File: config.mk
export PLATFORM = sky130hd
export DESIGN_NAME = snn_run_ctrl
export DESIGN_NICKNAME = d
export VERILOG_FILES = /design/src/rtl/snn_pkg.sv /design/src/rtl/sat_counter.sv /design/src/rtl/snn_run_ctrl.sv
export SDC_FILE = /design/constraint.sdc
export NUM_CORES = 1
export LEC_CHECK = 0
export CAP_MARGIN = 20
export CELL_PAD_IN_SITES_DETAIL_PLACEMENT = 1
export CELL_PAD_IN_SITES_GLOBAL_PLACEMENT = 1
export CORE_AREA = 4 4 244 246
export CTS_CLUSTER_DIAMETER = 30
export CTS_CLUSTER_SIZE = 24
export DETAILED_ROUTE_END_ITERATION = 10
export DIE_AREA = 0 0 248 250
export PLACE_DENSITY_LB_ADDON = 0.12
export SLEW_MARGIN = 20
export SYNTH_ARGS = -nofsm -noshare
export SYNTH_HDL_FRONTEND = slang
export SYNTH_SLANG_ARGS = --single-unit
File: constraint.sdc
create_clock -name clk -period 4.3 [get_ports clk]
set_clock_uncertainty 0.15 [all_clocks]
set_input_delay 0.86 -clock clk [delete_from_list [all_inputs] [get_ports clk]]
set_output_delay 0.86 -clock clk [all_outputs]
set_load 0.01 [all_outputs]
File: src/rtl/snn_pkg.sv
// -----------------------------------------------------------------------------
// snn_pkg
// Shared types for the SNN run controller: the run-mode enum, the controller
// FSM state encoding, and a helper that maps the raw 2-bit mode input onto a
// run mode (the unused encoding 3 behaves as a single-sample run).
// -----------------------------------------------------------------------------
package snn_pkg;

    typedef enum logic [1:0] {
        SINGLE = 2'd0,
        BATCH  = 2'd1,
        CONT   = 2'd2
    } run_mode_e;

    typedef enum logic [2:0] {
        IDLE  = 3'd0,
        CLEAR = 3'd1,
        RUN   = 3'd2,
        SCAN  = 3'd3,
        DONE  = 3'd4
    } state_e;

    function automatic run_mode_e decode_mode(input logic [1:0] raw);
        case (raw)
            2'd1:    return BATCH;
            2'd2:    return CONT;
            default: return SINGLE;
        endcase
    endfunction

endpackage

File: src/rtl/sat_counter.sv
// -----------------------------------------------------------------------------
// sat_counter
// Up-counter that sticks at all-ones instead of wrapping.
//   clk   : rising-edge clock
//   rst   : synchronous active-high reset (count -> 0)
//   clr   : synchronous clear, dominates en
//   en    : count one event this cycle
//   count : current count
// -----------------------------------------------------------------------------
module sat_counter #(
    parameter int WIDTH = 32
) (
    input  logic             clk,
    input  logic             rst,
    input  logic             clr,
    input  logic             en,
    output logic [WIDTH-1:0] count
);

    logic [WIDTH-1:0] count_d;
    logic [WIDTH-1:0] count_q;

    always_comb begin
        count_d = count_q;
        if (clr) begin
            count_d = '0;
        end else if (en && (count_q != '1)) begin
            count_d = count_q + WIDTH'(1);
        end
    end

    // NOTE: state is only ever updated with non-blocking assignments so every
    // flop samples the pre-edge values of its neighbours.
    always_ff @(posedge clk) begin
        if (rst) begin
            count_q <= '0;
        end else begin
            count_q <= count_d;
        end
    end

    assign count = count_q;

endmodule

File: src/rtl/snn_run_ctrl.sv
// -----------------------------------------------------------------------------
// snn_run_ctrl
// Sequences inference runs of a spiking network: resets the network, enables
// it for sim_time timesteps, counts output spikes per output line, then scans
// the latched counts for the argmax (ties -> lowest index). Supports single,
// batch and continuous runs.
//   clk, rst            : rising-edge clock, synchronous active-high reset
//   start, abort        : run request (IDLE/DONE only) / unconditional stop
//   mode, sim_time,
//   num_samples         : run configuration, latched at start
//   spike_out           : output-layer spikes from the network
//   network_rst/_en     : network control
//   busy, done          : status (done is sticky until the next start)
//   sample_valid        : one-cycle pulse per finished sample
//   sample_idx, winner,
//   spike_count         : results of the last finished sample
//   timestep            : live timestep counter
// -----------------------------------------------------------------------------
module snn_run_ctrl
    import snn_pkg::*;
#(
    parameter int NUM_OUTPUTS  = 4,
    parameter int COUNTER_SIZE = 32,
    parameter int TIME_WIDTH   = 32,
    parameter int REST_CYCLES  = 4
) (
    input  logic                                       clk,
    input  logic                                       rst,
    input  logic                                       start,
    input  logic                                       abort,
    input  logic [1:0]                                 mode,
    input  logic [TIME_WIDTH-1:0]                      sim_time,
    input  logic [15:0]                                num_samples,
    input  logic [NUM_OUTPUTS-1:0]                     spike_out,
    output logic                                       network_rst,
    output logic                                       network_en,
    output logic                                       busy,
    output logic                                       done,
    output logic                                       sample_valid,
    output logic [15:0]                                sample_idx,
    output logic [$clog2(NUM_OUTPUTS)-1:0]             winner,
    output logic [NUM_OUTPUTS-1:0][COUNTER_SIZE-1:0]   spike_count,
    output logic [TIME_WIDTH-1:0]                      timestep
);

    localparam int IDX_W  = $clog2(NUM_OUTPUTS);
    localparam int REST_W = (REST_CYCLES > 1) ? $clog2(REST_CYCLES) : 1;

    state_e                                   state_q, state_d;
    run_mode_e                                mode_q, mode_d;
    logic [TIME_WIDTH-1:0]                    sim_time_q, sim_time_d;
    logic [15:0]                              num_samples_q, num_samples_d;
    logic [REST_W-1:0]                        rest_cnt_q, rest_cnt_d;
    logic [TIME_WIDTH-1:0]                    timestep_q, timestep_d;
    logic [15:0]                              cur_idx_q, cur_idx_d;
    logic [15:0]                              sample_idx_q, sample_idx_d;
    logic [IDX_W-1:0]                         scan_idx_q, scan_idx_d;
    logic [COUNTER_SIZE-1:0]                  best_val_q, best_val_d;
    logic [IDX_W-1:0]                         best_idx_q, best_idx_d;
    logic [IDX_W-1:0]                         winner_q, winner_d;
    logic [NUM_OUTPUTS-1:0][COUNTER_SIZE-1:0] spike_count_q, spike_count_d;
    logic                                     network_rst_q, network_rst_d;
    logic                                     network_en_q, network_en_d;
    logic                                     busy_q, busy_d;
    logic                                     done_q, done_d;
    logic                                     sample_valid_q, sample_valid_d;

    logic [NUM_OUTPUTS-1:0][COUNTER_SIZE-1:0] live_count;
    logic                                     live_clr;
    logic                                     go_clear;
    logic                                     abort_rst;
    logic [TIME_WIDTH-1:0]                    ts_next;
    logic [COUNTER_SIZE-1:0]                  cand_val;
    logic                                     take_new;
    logic [COUNTER_SIZE-1:0]                  new_best_val;
    logic [IDX_W-1:0]                         new_best_idx;

    // Live spike counters; the network only produces meaningful spikes while
    // it is enabled, so network_en gates every increment.
    assign live_clr = (state_q == CLEAR);

    for (genvar g = 0; g < NUM_OUTPUTS; g++) begin : g_cnt
        sat_counter #(
            .WIDTH (COUNTER_SIZE)
        ) u_cnt (
            .clk   (clk),
            .rst   (rst),
            .clr   (live_clr),
            .en    (network_en_q & spike_out[g]),
            .count (live_count[g])
        );
    end

    // NOTE: every signal written here gets a default first so no path leaves
    // it unassigned and no latch is inferred.
    always_comb begin
        state_d        = state_q;
        mode_d         = mode_q;
        sim_time_d     = sim_time_q;
        num_samples_d  = num_samples_q;
        rest_cnt_d     = rest_cnt_q;
        timestep_d     = timestep_q;
        cur_idx_d      = cur_idx_q;
        sample_idx_d   = sample_idx_q;
        scan_idx_d     = scan_idx_q;
        best_val_d     = best_val_q;
        best_idx_d     = best_idx_q;
        winner_d       = winner_q;
        spike_count_d  = spike_count_q;
        done_d         = done_q;
        network_en_d   = 1'b0;
        sample_valid_d = 1'b0;
        go_clear       = 1'b0;
        abort_rst      = 1'b0;
        ts_next        = timestep_q + TIME_WIDTH'(1);
        cand_val       = spike_count_q[scan_idx_q];
        take_new       = (scan_idx_q == '0) || (cand_val > best_val_q);
        new_best_val   = take_new ? cand_val : best_val_q;
        new_best_idx   = take_new ? scan_idx_q : best_idx_q;

        if (abort && (state_q != IDLE)) begin
            // Results, sample_idx and done stay as they were.
            state_d   = IDLE;
            abort_rst = 1'b1;
        end else begin
            case (state_q)
                IDLE, DONE: begin
                    if (start && !abort) begin
                        mode_d        = decode_mode(mode);
                        sim_time_d    = sim_time;
                        num_samples_d = (num_samples == 16'd0) ? 16'd1 : num_samples;
                        done_d        = 1'b0;
                        sample_idx_d  = 16'd0;
                        cur_idx_d     = 16'd0;
                        go_clear      = 1'b1;
                    end
                end

                CLEAR: begin
                    if (rest_cnt_q == REST_W'(REST_CYCLES - 1)) begin
                        state_d      = RUN;
                        network_en_d = (sim_time_q != '0);
                    end else begin
                        rest_cnt_d = rest_cnt_q + REST_W'(1);
                    end
                end

                RUN: begin
                    // The cycle after the last enabled step is spent here with
                    // the network idle so the final increment has landed
                    // before the counts are copied out.
                    if (network_en_q) begin
                        timestep_d   = ts_next;
                        network_en_d = (ts_next < sim_time_q);
                    end else begin
                        spike_count_d = live_count;
                        scan_idx_d    = '0;
                        state_d       = SCAN;
                    end
                end

                SCAN: begin
                    best_val_d = new_best_val;
                    best_idx_d = new_best_idx;
                    if (scan_idx_q == IDX_W'(NUM_OUTPUTS - 1)) begin
                        winner_d       = new_best_idx;
                        sample_valid_d = 1'b1;
                        sample_idx_d   = cur_idx_q;
                        cur_idx_d      = cur_idx_q + 16'd1;
                        case (mode_q)
                            BATCH: begin
                                if (cur_idx_q == (num_samples_q - 16'd1)) begin
                                    state_d = DONE;
                                    done_d  = 1'b1;
                                end else begin
                                    go_clear = 1'b1;
                                end
                            end
                            CONT:    go_clear = 1'b1;
                            default: begin
                                state_d = DONE;
                                done_d  = 1'b1;
                            end
                        endcase
                    end else begin
                        scan_idx_d = scan_idx_q + IDX_W'(1);
                    end
                end

                default: state_d = IDLE;
            endcase
        end

        if (go_clear) begin
            state_d    = CLEAR;
            rest_cnt_d = '0;
            timestep_d = '0;
        end

        network_rst_d = (state_d == CLEAR) || abort_rst;
        busy_d        = (state_d == CLEAR) || (state_d == RUN) || (state_d == SCAN);
    end

    // NOTE: the result registers (spike_count, winner) are reset explicitly
    // because their reset value is visible on the ports.
    always_ff @(posedge clk) begin
        if (rst) begin
            state_q        <= IDLE;
            mode_q         <= SINGLE;
            sim_time_q     <= '0;
            num_samples_q  <= 16'd1;
            rest_cnt_q     <= '0;
            timestep_q     <= '0;
            cur_idx_q      <= 16'd0;
            sample_idx_q   <= 16'd0;
            scan_idx_q     <= '0;
            best_val_q     <= '0;
            best_idx_q     <= '0;
            winner_q       <= '0;
            spike_count_q  <= '0;
            network_rst_q  <= 1'b1;
            network_en_q   <= 1'b0;
            busy_q         <= 1'b0;
            done_q         <= 1'b0;
            sample_valid_q <= 1'b0;
        end else begin
            state_q        <= state_d;
            mode_q         <= mode_d;
            sim_time_q     <= sim_time_d;
            num_samples_q  <= num_samples_d;
            rest_cnt_q     <= rest_cnt_d;
            timestep_q     <= timestep_d;
            cur_idx_q      <= cur_idx_d;
            sample_idx_q   <= sample_idx_d;
            scan_idx_q     <= scan_idx_d;
            best_val_q     <= best_val_d;
            best_idx_q     <= best_idx_d;
            winner_q       <= winner_d;
            spike_count_q  <= spike_count_d;
            network_rst_q  <= network_rst_d;
            network_en_q   <= network_en_d;
            busy_q         <= busy_d;
            done_q         <= done_d;
            sample_valid_q <= sample_valid_d;
        end
    end

    assign network_rst  = network_rst_q;
    assign network_en   = network_en_q;
    assign busy         = busy_q;
    assign done         = done_q;
    assign sample_valid = sample_valid_q;
    assign sample_idx   = sample_idx_q;
    assign winner       = winner_q;
    assign spike_count  = spike_count_q;
    assign timestep     = timestep_q;

endmodule

======== Word level (Yosys, flattened, before mapping) ========
Cells that the tools add are included.
W data, S select, Z words.
word-level totals
  register bits ........................... 418
  input port bits ......................... 58
operators by class
  add/subtract/negate cells ............... 9
  magnitude comparators ................... 3
  equal/unequal tests ..................... 24
  muxes and demuxes ....................... 37
  bitwise operators ....................... 8
  reductions and logical operators ........ 33
operators with widths
  cell                     number
  $add A32 B1 Y32 const B  5
  $ne A32 B32 Y1 const B   4
  $bmux W32 S2             1
  $mux W16                 4
  $pmux W16 S2             2
  $gt A32 B32 Y1           1
  $lt A32 B32 Y1           1
  $mux W32                 1
  $reduce_bool A32 Y1      1
  $mux W3                  6
  $reduce_and A3 Y1        6
  $add A16 B1 Y16 const B  1
  $eq A16 B16 Y1           1
  $logic_not A16 Y1        1
  $sub A16 B1 Y16 const B  1
  $eq A3 B2 Y1 const B     4
  $pmux W3 S4              1
  $mux W1                  11
  $ne A2 B2 Y1 const B     5
  $pmux W1 S2              5
  $eq A2 B2 Y1 const B     4
  $pmux W2 S2              2
  $reduce_and A4 Y1        2
  $reduce_or A2 Y1         4
  20 further kinds         40

======== Depth between registers and ports, before layout ========
Gate-level depths: netlist of run 1.
  word-level depth ........................ 11
  depth in mapped cells ................... 15
  depth with buffers taken out ............ 14

======== Hierarchy ========
A second synthesis of run 1 with hierarchy kept.
second synthesis, totals
  cell total of the unflattened synthesis .. 2,557
  area, all modules ....................... 20,728.6 um^2
modules (own cells, without submodules)
  module        times used  cells an instance  area each (um^2)  sequential area each (um^2)
  snn_run_ctrl  1           1,765              14,247.4          5,805.6
  sat_counter   4           198                1,620.3           640.6

======== Worst setup path after synthesis of run 1 ========
OpenSTA, ideal clock, no wires.
  kind .................................... register -> register
  start ................................... register scan_idx_q[1]
  end ..................................... register best_idx_q[1]
  setup time .............................. 0.128 ns
  arrival time ............................ 4.289 ns
  setup slack ............................. -0.266 ns
  stages on the path, launching flop included .. 15
  path buffers ............................ 4
  clock period less this slack ............ 4.566 ns
  cells stage by stage .................... dfxtp_1 > clkbuf_1 > buf_1 > mux4_2 > ha_1 > and4_1 > and3_1 > o21ai_0 > o211a_1 > o22ai_1 > nor3b_1 > clkbuf_1 > clkbuf_1 > mux2i_1 > nor2_1
on the way
  longest elaborated chain between the ends .. 5
  elaborated cells between the ends (all ways) .. 6
ends and longest elaborated chain
  item                            RTL line             text
  start, declared                 snn_run_ctrl.sv:57   logic [IDX_W-1:0] scan_idx_q, scan_idx_d;
  start signal, assigned          snn_run_ctrl.sv:235  scan_idx_q <= scan_idx_d;
  $bmux W32 S2                    snn_run_ctrl.sv:116  cand_val = spike_count_q[scan_idx_q];
  $mux W32 (not written as such)  snn_run_ctrl.sv:116
  via cand_val[19]                snn_run_ctrl.sv:73   logic [COUNTER_SIZE-1:0] cand_val;
  $gt A32 B32 Y1                  snn_run_ctrl.sv:117  take_new = (scan_idx_q == '0) || (cand_val > best_val_q);
  $logic_or A1 B1 Y1              snn_run_ctrl.sv:117
  $mux W2                         snn_run_ctrl.sv:119  new_best_idx = take_new ? scan_idx_q : best_idx_q;
  end signal, assigned            snn_run_ctrl.sv:237  best_idx_q <= best_idx_d;
  end, declared                   snn_run_ctrl.sv:59   logic [IDX_W-1:0] best_idx_q, best_idx_d;
The timed path passes the listed nets, and every way through them passes these cells. The select of a mux whose other input is x is not followed.
A chain may end at the register's enable or synchronous reset.

======== Worst setup path in the final report of run 1 ========
  start ................................... register scan_idx_q[0]
  end ..................................... register best_val_q[27]
on the way
  longest elaborated chain between the ends .. 5
  elaborated cells between the ends (all ways) .. 6
ends and longest elaborated chain
  item                                RTL line             text
  $bmux W32 S2                        snn_run_ctrl.sv:116
  $mux W32 (not written as such)      snn_run_ctrl.sv:116
  via cand_val[19]                    snn_run_ctrl.sv:73
  $gt A32 B32 Y1                      snn_run_ctrl.sv:117
  $logic_or A1 B1 Y1                  snn_run_ctrl.sv:117
  $reduce_and A3 Y1 (no source line)  -
  end signal, assigned                snn_run_ctrl.sv:236  best_val_q <= best_val_d;
  end, declared                       snn_run_ctrl.sv:58   logic [COUNTER_SIZE-1:0] best_val_q, best_val_d;
The timed path passes the listed nets, and every way through them passes these cells. The select of a mux whose other input is x is not followed.

==> reports/qor.csv, run 1 <==
stage,metric,value,unit
logic_synthesis,synth_top_family_by_area,simple AND/OR/NAND/NOR gates,
routing,vias,17900,
clock_network,cts-root-buf,clkbuf_16,
sta,finalCritPeriodShare,93.0,%
floorplanning,boundaryPins,241,
routing,post_drt_via_cell_ratio,5.12,
routing,firstDrtPassIters,4,
routing,routedWlPerCell,20.1,um
routing,antenna_left,0,
hold_path,whs_path_depth,2,
floorplanning,rows,88,
logic_synthesis,synthMuxAreaShare,5.64,%
routing,route.detailed.drc,0,
clock_network,cts_tree,yes,
global_routing,grt_pass1_vias,19200,
sta,worst_pin_slew,0.915,ns
global_routing,grt_util_all_layers,22.4,%
worst_setup_path,arrival,4.32,ns
worst_setup_path,path_max_fanout,34,
sta,maxSlewViolCount,0,
logic_synthesis,synth.most_common_cell,nand2_1,
worst_setup_path,r2r-end,best_val_q[27],
logic_synthesis,synthTopCellsByCount,"nand2_1, dfxtp_1, nor2_1",
flow_run,cap_violations,0,
place,dp_slack,0.242,ns
sta,setup_tns,0,ns
worst_setup_path,worstSetupEndpointType,flop,
sta,slew_headroom,39.0,%
logic_synthesis,synth-edff-count,0,
global_routing,grt_max_degree,173,
clock_network,cts_made_buffers,117,
final_layout,area_growth,37.1,%
logic_synthesis,ys_ff_latch,418,
clock_network,h-tree-depth,3,
global_routing,antenna_found_initial,0,
routing,drt_iter0_drc,719,
place,portBuffers,240,
logic_synthesis,synth_compound_area_share,9.65,%
logic_synthesis,synth_top_area_share,42.1,%
pwr,irDropWorstVdd,0.485,mV
logic_synthesis,synth_fa_ha_area_share,4.72,%
hold_path,worstHoldStart,sample_idx[15],
place,dpl.hpwl,50200,um
logic_synthesis,synth.area.top_cells,"dfxtp_1, nand2_1, a21oi_1",
routing,routed_wl,70600,um
worst_setup_path,path_class,reg -> reg,
final_layout,final_nets,2773,
worst_setup_path,setup.reg_to_reg.worst_slack,0.30,ns
sta,period_minus_slack,4.00,ns
logic_synthesis,ys.flop_type,dfxtp_1,
worst_setup_path,start_kind,flop,
logic_synthesis,async_reset_ff_share,0,%
final_layout,diodes,0,
sta,finalHoldViolCount,0,
clock_network,clk_pin_slew_worst_paths,0.04,ns
logic_synthesis,syn_inst,2373,
floorplanning,die_y,250,um
hold_path,min_to,sample_idx[15],
floorplanning,dieArea,62000,sq um
sta,rsz0062_at_grt,no,
logic_synthesis,synth_cell_types,72,
logic_synthesis,synth_xor_xnor_area_share,8.77,%
global_routing,overflow,0,
sta,setup_violations,0,
sta,worst_slack,0.300,ns
sta,worst_hold_slack,0.302,ns
final_layout,layout-drive-gt1-share,12.0,%
logic_synthesis,yosysSeqAreaShare,42.1,%
global_routing,grt_pass1_wl,110000,um
worst_setup_path,reg2reg_from,scan_idx_q[0],
pwr,leakage,9.51,nW
clock_network,clockBufferDepth,3,
status,status,finished clean,
logic_synthesis,synth_nets,2506,
worst_setup_path,required,4.62,ns
worst_setup_path,reg2reg_depth,11,
floorplanning,start_util,34.7,%
clock_network,clock_latency,0.65,ns
floorplanning,die_width,248,um
logic_synthesis,yosys_warnings,0,
sta,timing.fmax,0.250,GHz
floorplanning,coreArea,57400,sq um
place,gp_congestion,0.867,
pwr,p_per_area,498,nW/um^2
hold_path,hp-class,reg -> reg,
logic_synthesis,synth_area_per_cell,8.38,sq um
logic_synthesis,yosys.area_share.simple,24.8,%
logic_synthesis,synth_largest_area_cell,dfxtp_1,
pwr,power,13.6,mW
logic_synthesis,synthesis.area,19900,sq um
clock_network,cts.sinks,418,
==> layout by cell type (no fill, tap or decap), types with 7 or more instances in the layout <==
cell type          n
clkinv_2          20
nand2_1          453
or2_2              8
dfxtp_1          416
clkbuf_8          16
nand3_1           79
o21ai_0           37
nor2_2            31
and4_1            18
buf_4             24
ha_1              75
clkbuf_1          13
clkbuf_16        119
o21a_1             8
bufinv_16         20
clkdlybuf4s50_1  239
or3_1             26
xnor2_1           99
xor2_1           100
nor2_1           238
a21o_1            13
clkinvlp_4        16
nor3_1            33
a22o_1            11
inv_6              7
a31oi_1            8
a21oi_1          229
mux4_2            32
and2_1            10
mux2i_1           40
and3_1            26
inv_1             88
nor4_1            29
nand4_1           57
==> cells by family after synthesis <==
group                    after synthesis
AND/OR/NAND/NOR                     1061
adder cells (fa/ha/maj)               75
XOR/XNOR                             199
buffers and inverters                210
multiplexers                          72
flip-flops                           418
AO/OA/AOI/OAI                        338
==> critical path, cell delays in order, from the launching register on <==
cell,delay [ns]
dfxtp_2,0.75
mux4_2,0.43
ha_1,0.33
and4_1,0.22
and3_1,0.29
o21ai_0,0.13
o211a_1,0.27
o22ai_1,0.33
nor3b_2,0.31
buf_12,0.30
mux2i_1,0.23
nor2_1,0.06
==> per-stage QoR <==
step / std cells / cell area (sq um) / util, %
2_1_floorplan: 2373 / 19900 / -
5_1_grt: 3504 / 27300 / 47.5
6_report: 3504 / 27300 / 47.5
3_3_place_gp: 3285 / 23000 / 40.2
4_1_cts: 3503 / 27200 / 47.5
3_5_place_dp: 3285 / 23000 / 40.2
==> metal layers <==
layer	global-route usage [%]	part of all wire, %	up-vias	wire length, um
li1	-	-	8653	-
met5	0	0	-	0
met4	7.22	2.9	0	2050
met3	5.33	4.9	104	3430
met2	39.0	49	350	34700
met1	27.2	43	8818	30500
==> flip-flops by register name, indices dropped and copies added (netlist names), 16 cells and up <==
name	cells
best_val_q	32
sample_idx	16
g_cnt.u_cnt.count	128
sim_time_q	32
cur_idx_q	16
spike_count	128
timestep	32
num_samples_q	16
==> worst max path at each step <==
stage / startpoint / endpoint / slack, ns / cells after the start
after detailed placement: scan_idx_q[1] / best_val_q[27] / 0.24 / 11
after global routing: scan_idx_q[0] / best_val_q[4] / 0.02 / 11
after global placement: scan_idx_q[1] / best_val_q[17] / 0.33 / 11
after CTS: scan_idx_q[1] / best_val_q[27] / 0.22 / 11
final: scan_idx_q[0] / best_val_q[27] / 0.30 / 11
after floorplan: scan_idx_q[1] / best_idx_q[1] / -0.02 / 14
==> power by group <==
part           switching [mW]  total, mW  internal (mW)
Combinational           0.296      0.478          0.182
Clock                    2.64       9.12           6.48
Sequential             0.0435       3.97           3.92
==> cell type report <==
class                   count  area, sq um
clock buffers             148         3250
clock inverters            70          958
fillers                  6506        30100
inverters                  88          330
multi-input cells        1745        10700
flip-flops and latches    418         8370
well taps                 765          957
repair buffers            270         2700
==> what timing repair did <==
action                                  4_1_cts  5_1_grt
buffers inserted                              0        1
gates resized for setup                       0        1
hold buffers                                  0        0
endpoints found under the setup margin        0       31
No activity file was read; power rests on OpenSTA's default activity.
==> run 2, diff against run 1 <==
--- a/config.mk
+++ b/config.mk
@@ -8,11 +8,11 @@
 export CAP_MARGIN = 20
 export CELL_PAD_IN_SITES_DETAIL_PLACEMENT = 1
 export CELL_PAD_IN_SITES_GLOBAL_PLACEMENT = 1
-export CORE_AREA = 4 4 244 246
+export CORE_AREA = 4 4 200 299
 export CTS_CLUSTER_DIAMETER = 30
 export CTS_CLUSTER_SIZE = 24
 export DETAILED_ROUTE_END_ITERATION = 10
-export DIE_AREA = 0 0 248 250
+export DIE_AREA = 0 0 204 303
 export PLACE_DENSITY_LB_ADDON = 0.12
 export SLEW_MARGIN = 20
 export SYNTH_ARGS = -nofsm -noshare
==> run 2 against run 1 <==
Combinational power is essentially flat. Setup slack better by 0.072 ns. Hold slack got worse by 0.0012 ns. Critical path type unchanged. Largest cell class unchanged. Global-route usage rose by 0.50 points. Register-to-register slack better by 0.07 ns. First-iteration DRC count increased by 14%. Final area fell by 3.6%. Sequential share of layout area up 1.2 points. Critical path depth rose by 1.
==> reports/qor.csv, run 2 (synthesized netlist as in run 1, its figures left out) <==
stage,metric,value,unit
final_layout,layout_commonest_cell,nand2_1,
clock_network,clock_latency,0.63,ns
routing,antenna_left,0,
global_routing,grt_util_all_layers,22.9,%
clock_network,cts_tree,yes,
floorplanning,boundaryPins,241,
floorplanning,start_util,34.9,%
worst_setup_path,arrival,4.24,ns
clock_network,cts_hold_buf,0,
sta,finalHoldViolCount,0,
routing,post_drt_via_cell_ratio,5.20,
sta,worst_pin_slew,0.979,ns
routing,firstDrtPassIters,5,
hold_path,hp-class,reg -> reg,
final_layout,fillers,6633,
clock_network,cts.sinks,418,
pwr,power,11.7,mW
sta,period_minus_slack,3.93,ns
routing,routedWlPerCell,21.0,um
global_routing,overflow,0,
place,gp_congestion,0.909,
place,dpl.hpwl,53100,um
pwr,leakage,9.07,nW
routing,vias,18000,
clock_network,cts_made_buffers,89,
final_layout,final_nets,2751,
clock_network,clk_pin_slew_worst_paths,0.05,ns
sta,maxSlewViolCount,0,
global_routing,grt_pass1_wl,111000,um
routing,routed_wl,72400,um
floorplanning,coreArea,56900,sq um
sta,finalCritPeriodShare,91.3,%
worst_setup_path,required,4.61,ns
worst_setup_path,path_class,reg -> reg,
flow_run,cap_violations,0,
place,place_area,23100,sq um
pwr,p_per_area,445,nW/um^2
sta,setup_violations,0,
floorplanning,rows,107,
pwr,irDropWorstVdd,0.364,mV
worst_setup_path,setup.reg_to_reg.worst_slack,0.37,ns
floorplanning,die_y,303,um
worst_setup_path,worstSetupEndpointType,flop,
clock_network,cts-root-buf,clkbuf_16,
sta,worst_hold_slack,0.301,ns
place,portBuffers,240,
final_layout,final_area,26300,sq um
final_layout,layout_common_cells,"nand2_1, dfxtp_1, nor2_1, clkdlybuf4s50_1, a21oi_1",
global_routing,grt_pass1_vias,19200,
global_routing,antenna_found_initial,1,
clock_network,h-tree-depth,3,
sta,timing.fmax,0.255,GHz
worst_setup_path,path_max_fanout,34,
global_routing,grt_max_degree,130,
place,placed_cells,3287,
routing,route.detailed.drc,0,
floorplanning,die_width,204,um
status,status,finished clean,
clock_network,clockBufferDepth,3,
worst_setup_path,start_kind,flop,
floorplanning,dieArea,61800,sq um
final_layout,layout-drive-gt1-share,10.6,%
routing,drt_iter0_drc,820,
final_layout,diodes,0,
final_layout,instances_no_fill,3454,
sta,slew_headroom,34.5,%
final_layout,area_growth,32.1,%
## run 2: power by group
part           internal [mW]  leakage [nW]  switching [mW]
combinational          0.180          4.14           0.297
clock                   4.94          1.55            2.31
sequential              3.92          3.37          0.0439
## run 2: path summary, 6_finish.rpt
check	start	cells after the start	end
worst min-delay path	sample_idx[4]	2	sample_idx[4]
worst min register to register	sample_idx[4]	2	sample_idx[4]
worst max register to register	scan_idx_q[0]	12	best_val_q[13]
worst max-delay path	scan_idx_q[0]	12	best_val_q[13]
## run 2: metal layers
metal  GRT usage [%]  vias up  wire [um]
li1                -     8596          -
met1            25.1     8833      28300
met2            42.8      407      37900
met3            4.19      133       3000
met4            10.4        0       3170
met5               0        -          0
## run 2: what timing repair did
item | in CTS | in global routing
gates resized for setup | 0 | 2
endpoints found under the setup margin | 0 | 18
setup buffers | 0 | 3
## run 2: area by class of cell
class                      count  area (sq um)  share of cell area (%)
tap                          763           955                    3.63
clock buffer                 110          2450                    9.32
sequential                   418          8380                    31.9
clock inverter                54           737                    2.81
inverter                      88           330                    1.26
multi-input combinational   1745         10700                    40.7
timing repair buffer         276          2740                    10.4
## run 2: through the flow
step                      setup TNS [ns]  setup WS, ns  util [%]
after floorplan                   -0.673       -0.0226         -
after global placement                 0         0.375      40.5
after global routing             -0.0119       -0.0119      46.2
final                                  0         0.373      46.2
after CTS                              0         0.209      46.1
after detailed placement               0         0.243      40.5
## run 2: worst max-delay path: stages, from the launching register on
cell     delay, ns
dfxtp_4       0.57
buf_4         0.22
mux4_2        0.32
ha_1          0.33
and4_1        0.24
and3_1        0.27
o21ai_0       0.12
o211a_1       0.26
o22ai_1       0.31
nor3b_2       0.31
buf_12        0.30
mux2i_1       0.24
nor2_1        0.06
==> run 3, diff against run 2 <==
--- a/config.mk
+++ b/config.mk
@@ -13,6 +13,7 @@
 export CTS_CLUSTER_SIZE = 24
 export DETAILED_ROUTE_END_ITERATION = 10
 export DIE_AREA = 0 0 204 303
+export MAX_ROUTING_LAYER = met4
 export PLACE_DENSITY_LB_ADDON = 0.12
 export SLEW_MARGIN = 20
 export SYNTH_ARGS = -nofsm -noshare
==> run 3 against run 2 <==
Final cell count did not move. Wire length barely moved. Non-clock buffer count did not move. Core utilization did not move. Maximum frequency barely moved. Critical endpoint is now best_val_q[19]. Sequential share of layout area did not move.
==> reports/qor.csv, run 3 (synthesized netlist as in run 1, its figures left out) <==
stage,metric,value,unit
status,status,finished clean,
global_routing,grt_pass1_vias,19200,
global_routing,grt_pass1_wl,111000,um
routing,vias,18100,
routing,wl_met1,28500,um
routing,drt_iter0_drc,863,
final_layout,final_area,26300,sq um
worst_setup_path,required,4.61,ns
floorplanning,rows,107,
floorplanning,start_util,34.9,%
routing,route.detailed.drc,0,
worst_setup_path,worstSetupEndpointType,flop,
sta,worst_pin_slew,0.964,ns
routing,firstDrtPassIters,5,
flow_run,cap_violations,0,
floorplanning,die_y,303,um
floorplanning,die_width,204,um
clock_network,h-tree-depth,3,
worst_setup_path,path_class,reg -> reg,
sta,finalHoldViolCount,0,
final_layout,layout_common_cells,"nand2_1, dfxtp_1, nor2_1, clkdlybuf4s50_1, a21oi_1",
clock_network,cts_hold_buf,0,
hold_path,hp-class,reg -> reg,
worst_setup_path,path_max_fanout,34,
place,portBuffers,240,
clock_network,cts_made_buffers,89,
clock_network,cts_tree,yes,
worst_setup_path,arrival,4.23,ns
routing,met2_length,37900,um
clock_network,cts.sinks,418,
clock_network,clk_pin_slew_worst_paths,0.05,ns
pwr,irDropWorstVdd,0.366,mV
place,place_area,23100,sq um
global_routing,grt_util_all_layers,23.6,%
routing,routed_wl,72400,um
pwr,p_per_area,445,nW/um^2
global_routing,grt_max_degree,130,
routing,antenna_left,0,
clock_network,clockBufferDepth,3,
worst_setup_path,setup.reg_to_reg.worst_slack,0.38,ns
final_layout,final_nets,2751,
final_layout,layout-drive-gt1-share,10.6,%
global_routing,antenna_found_initial,1,
clock_network,cts-root-buf,clkbuf_16,
routing,routedWlPerCell,21.0,um
sta,maxSlewViolCount,0,
global_routing,overflow,0,
sta,finalCritPeriodShare,91.2,%
final_layout,diodes,0,
place,gp_congestion,0.925,
sta,setup_tns,0,ns
sta,setup_violations,0,
sta,slew_headroom,35.5,%
sta,period_minus_slack,3.92,ns
routing,dr_wl_met3,2870,um
routing,post_drt_via_cell_ratio,5.24,
routing,routed.top_layer,met4,
sta,timing.fmax,0.255,GHz
pwr,leakage,9.07,nW
floorplanning,boundaryPins,241,
clock_network,clock_latency,0.62,ns
place,dpl.hpwl,53100,um
floorplanning,dieArea,61800,sq um
final_layout,area_growth,32.1,%
worst_setup_path,start_kind,flop,
final_layout,layout_commonest_cell,nand2_1,
final_layout,fillers,6633,
floorplanning,coreArea,56900,sq um
run 3: timing repair:
item / CTS / global route
endpoints found under the hold margin: 0 / 0
gates resized for setup: 0 / 2
buffers inserted: 0 / 3
endpoints found under the setup margin: 0 / 19
run 3: area by class of cell:
| type | instances | area [sq um] | area share, % |
|---|---|---|---|
| Multi-Input combinational cell | 1745 | 10700 | 40.7 |
| Timing Repair Buffer | 276 | 2740 | 10.4 |
| Clock inverter | 54 | 737 | 2.81 |
| Inverter | 88 | 330 | 1.26 |
| Clock buffer | 110 | 2450 | 9.32 |
| Sequential cell | 418 | 8380 | 31.9 |
| Tap cell | 763 | 955 | 3.63 |
run 3: worst max-delay path, cell delays in order (launching register included):
cell and delay (ns):
dfxtp_4 0.57, buf_4 0.22, mux4_2 0.32, ha_1 0.33, and4_1 0.24, and3_1 0.27
o21ai_0 0.12, o211a_1 0.26, o22ai_1 0.32, nor3b_2 0.31, buf_12 0.30, mux2i_1 0.24
nor2_1 0.05
run 3: path summary, 6_finish.rpt:
kind	from	end	cells after the start
max	scan_idx_q[0]	best_val_q[19]	12
min	sample_idx[4]	sample_idx[4]	2
max reg2reg	scan_idx_q[0]	best_val_q[19]	12
min reg2reg	sample_idx[4]	sample_idx[4]	2
run 3: layer usage:
metal	vias to the layer above	track usage, %
li1	8587	-
met5	-	-
met2	425	42.8
met4	0	10.4
met1	8939	25.5
met3	136	3.71
run 3: per-stage QoR:
| stage | hold WS, ns | setup WS [ns] | total power, mW | util (%) | instances |
|---|---|---|---|---|---|
| floorplan | 0.291 | -0.0226 | 4.33 | - | 2373 |
| global placement | 0.293 | 0.375 | 4.51 | 40.5 | 3287 |
| detailed placement | 0.297 | 0.243 | 4.52 | 40.5 | 3287 |
| CTS | 0.303 | 0.209 | 11.8 | 46.1 | 3451 |
| global route | 0.313 | -0.0126 | 12.1 | 46.2 | 3454 |
| finish | 0.301 | 0.377 | 11.7 | 46.2 | 3454 |
run 3: where the power goes:
part / total [mW] / internal [mW] / switching (mW) / leakage, nW
Combinational: 0.477 / 0.180 / 0.297 / 4.14
Clock: 7.25 / 4.94 / 2.31 / 1.55
Sequential: 3.96 / 3.92 / 0.0437 / 3.37
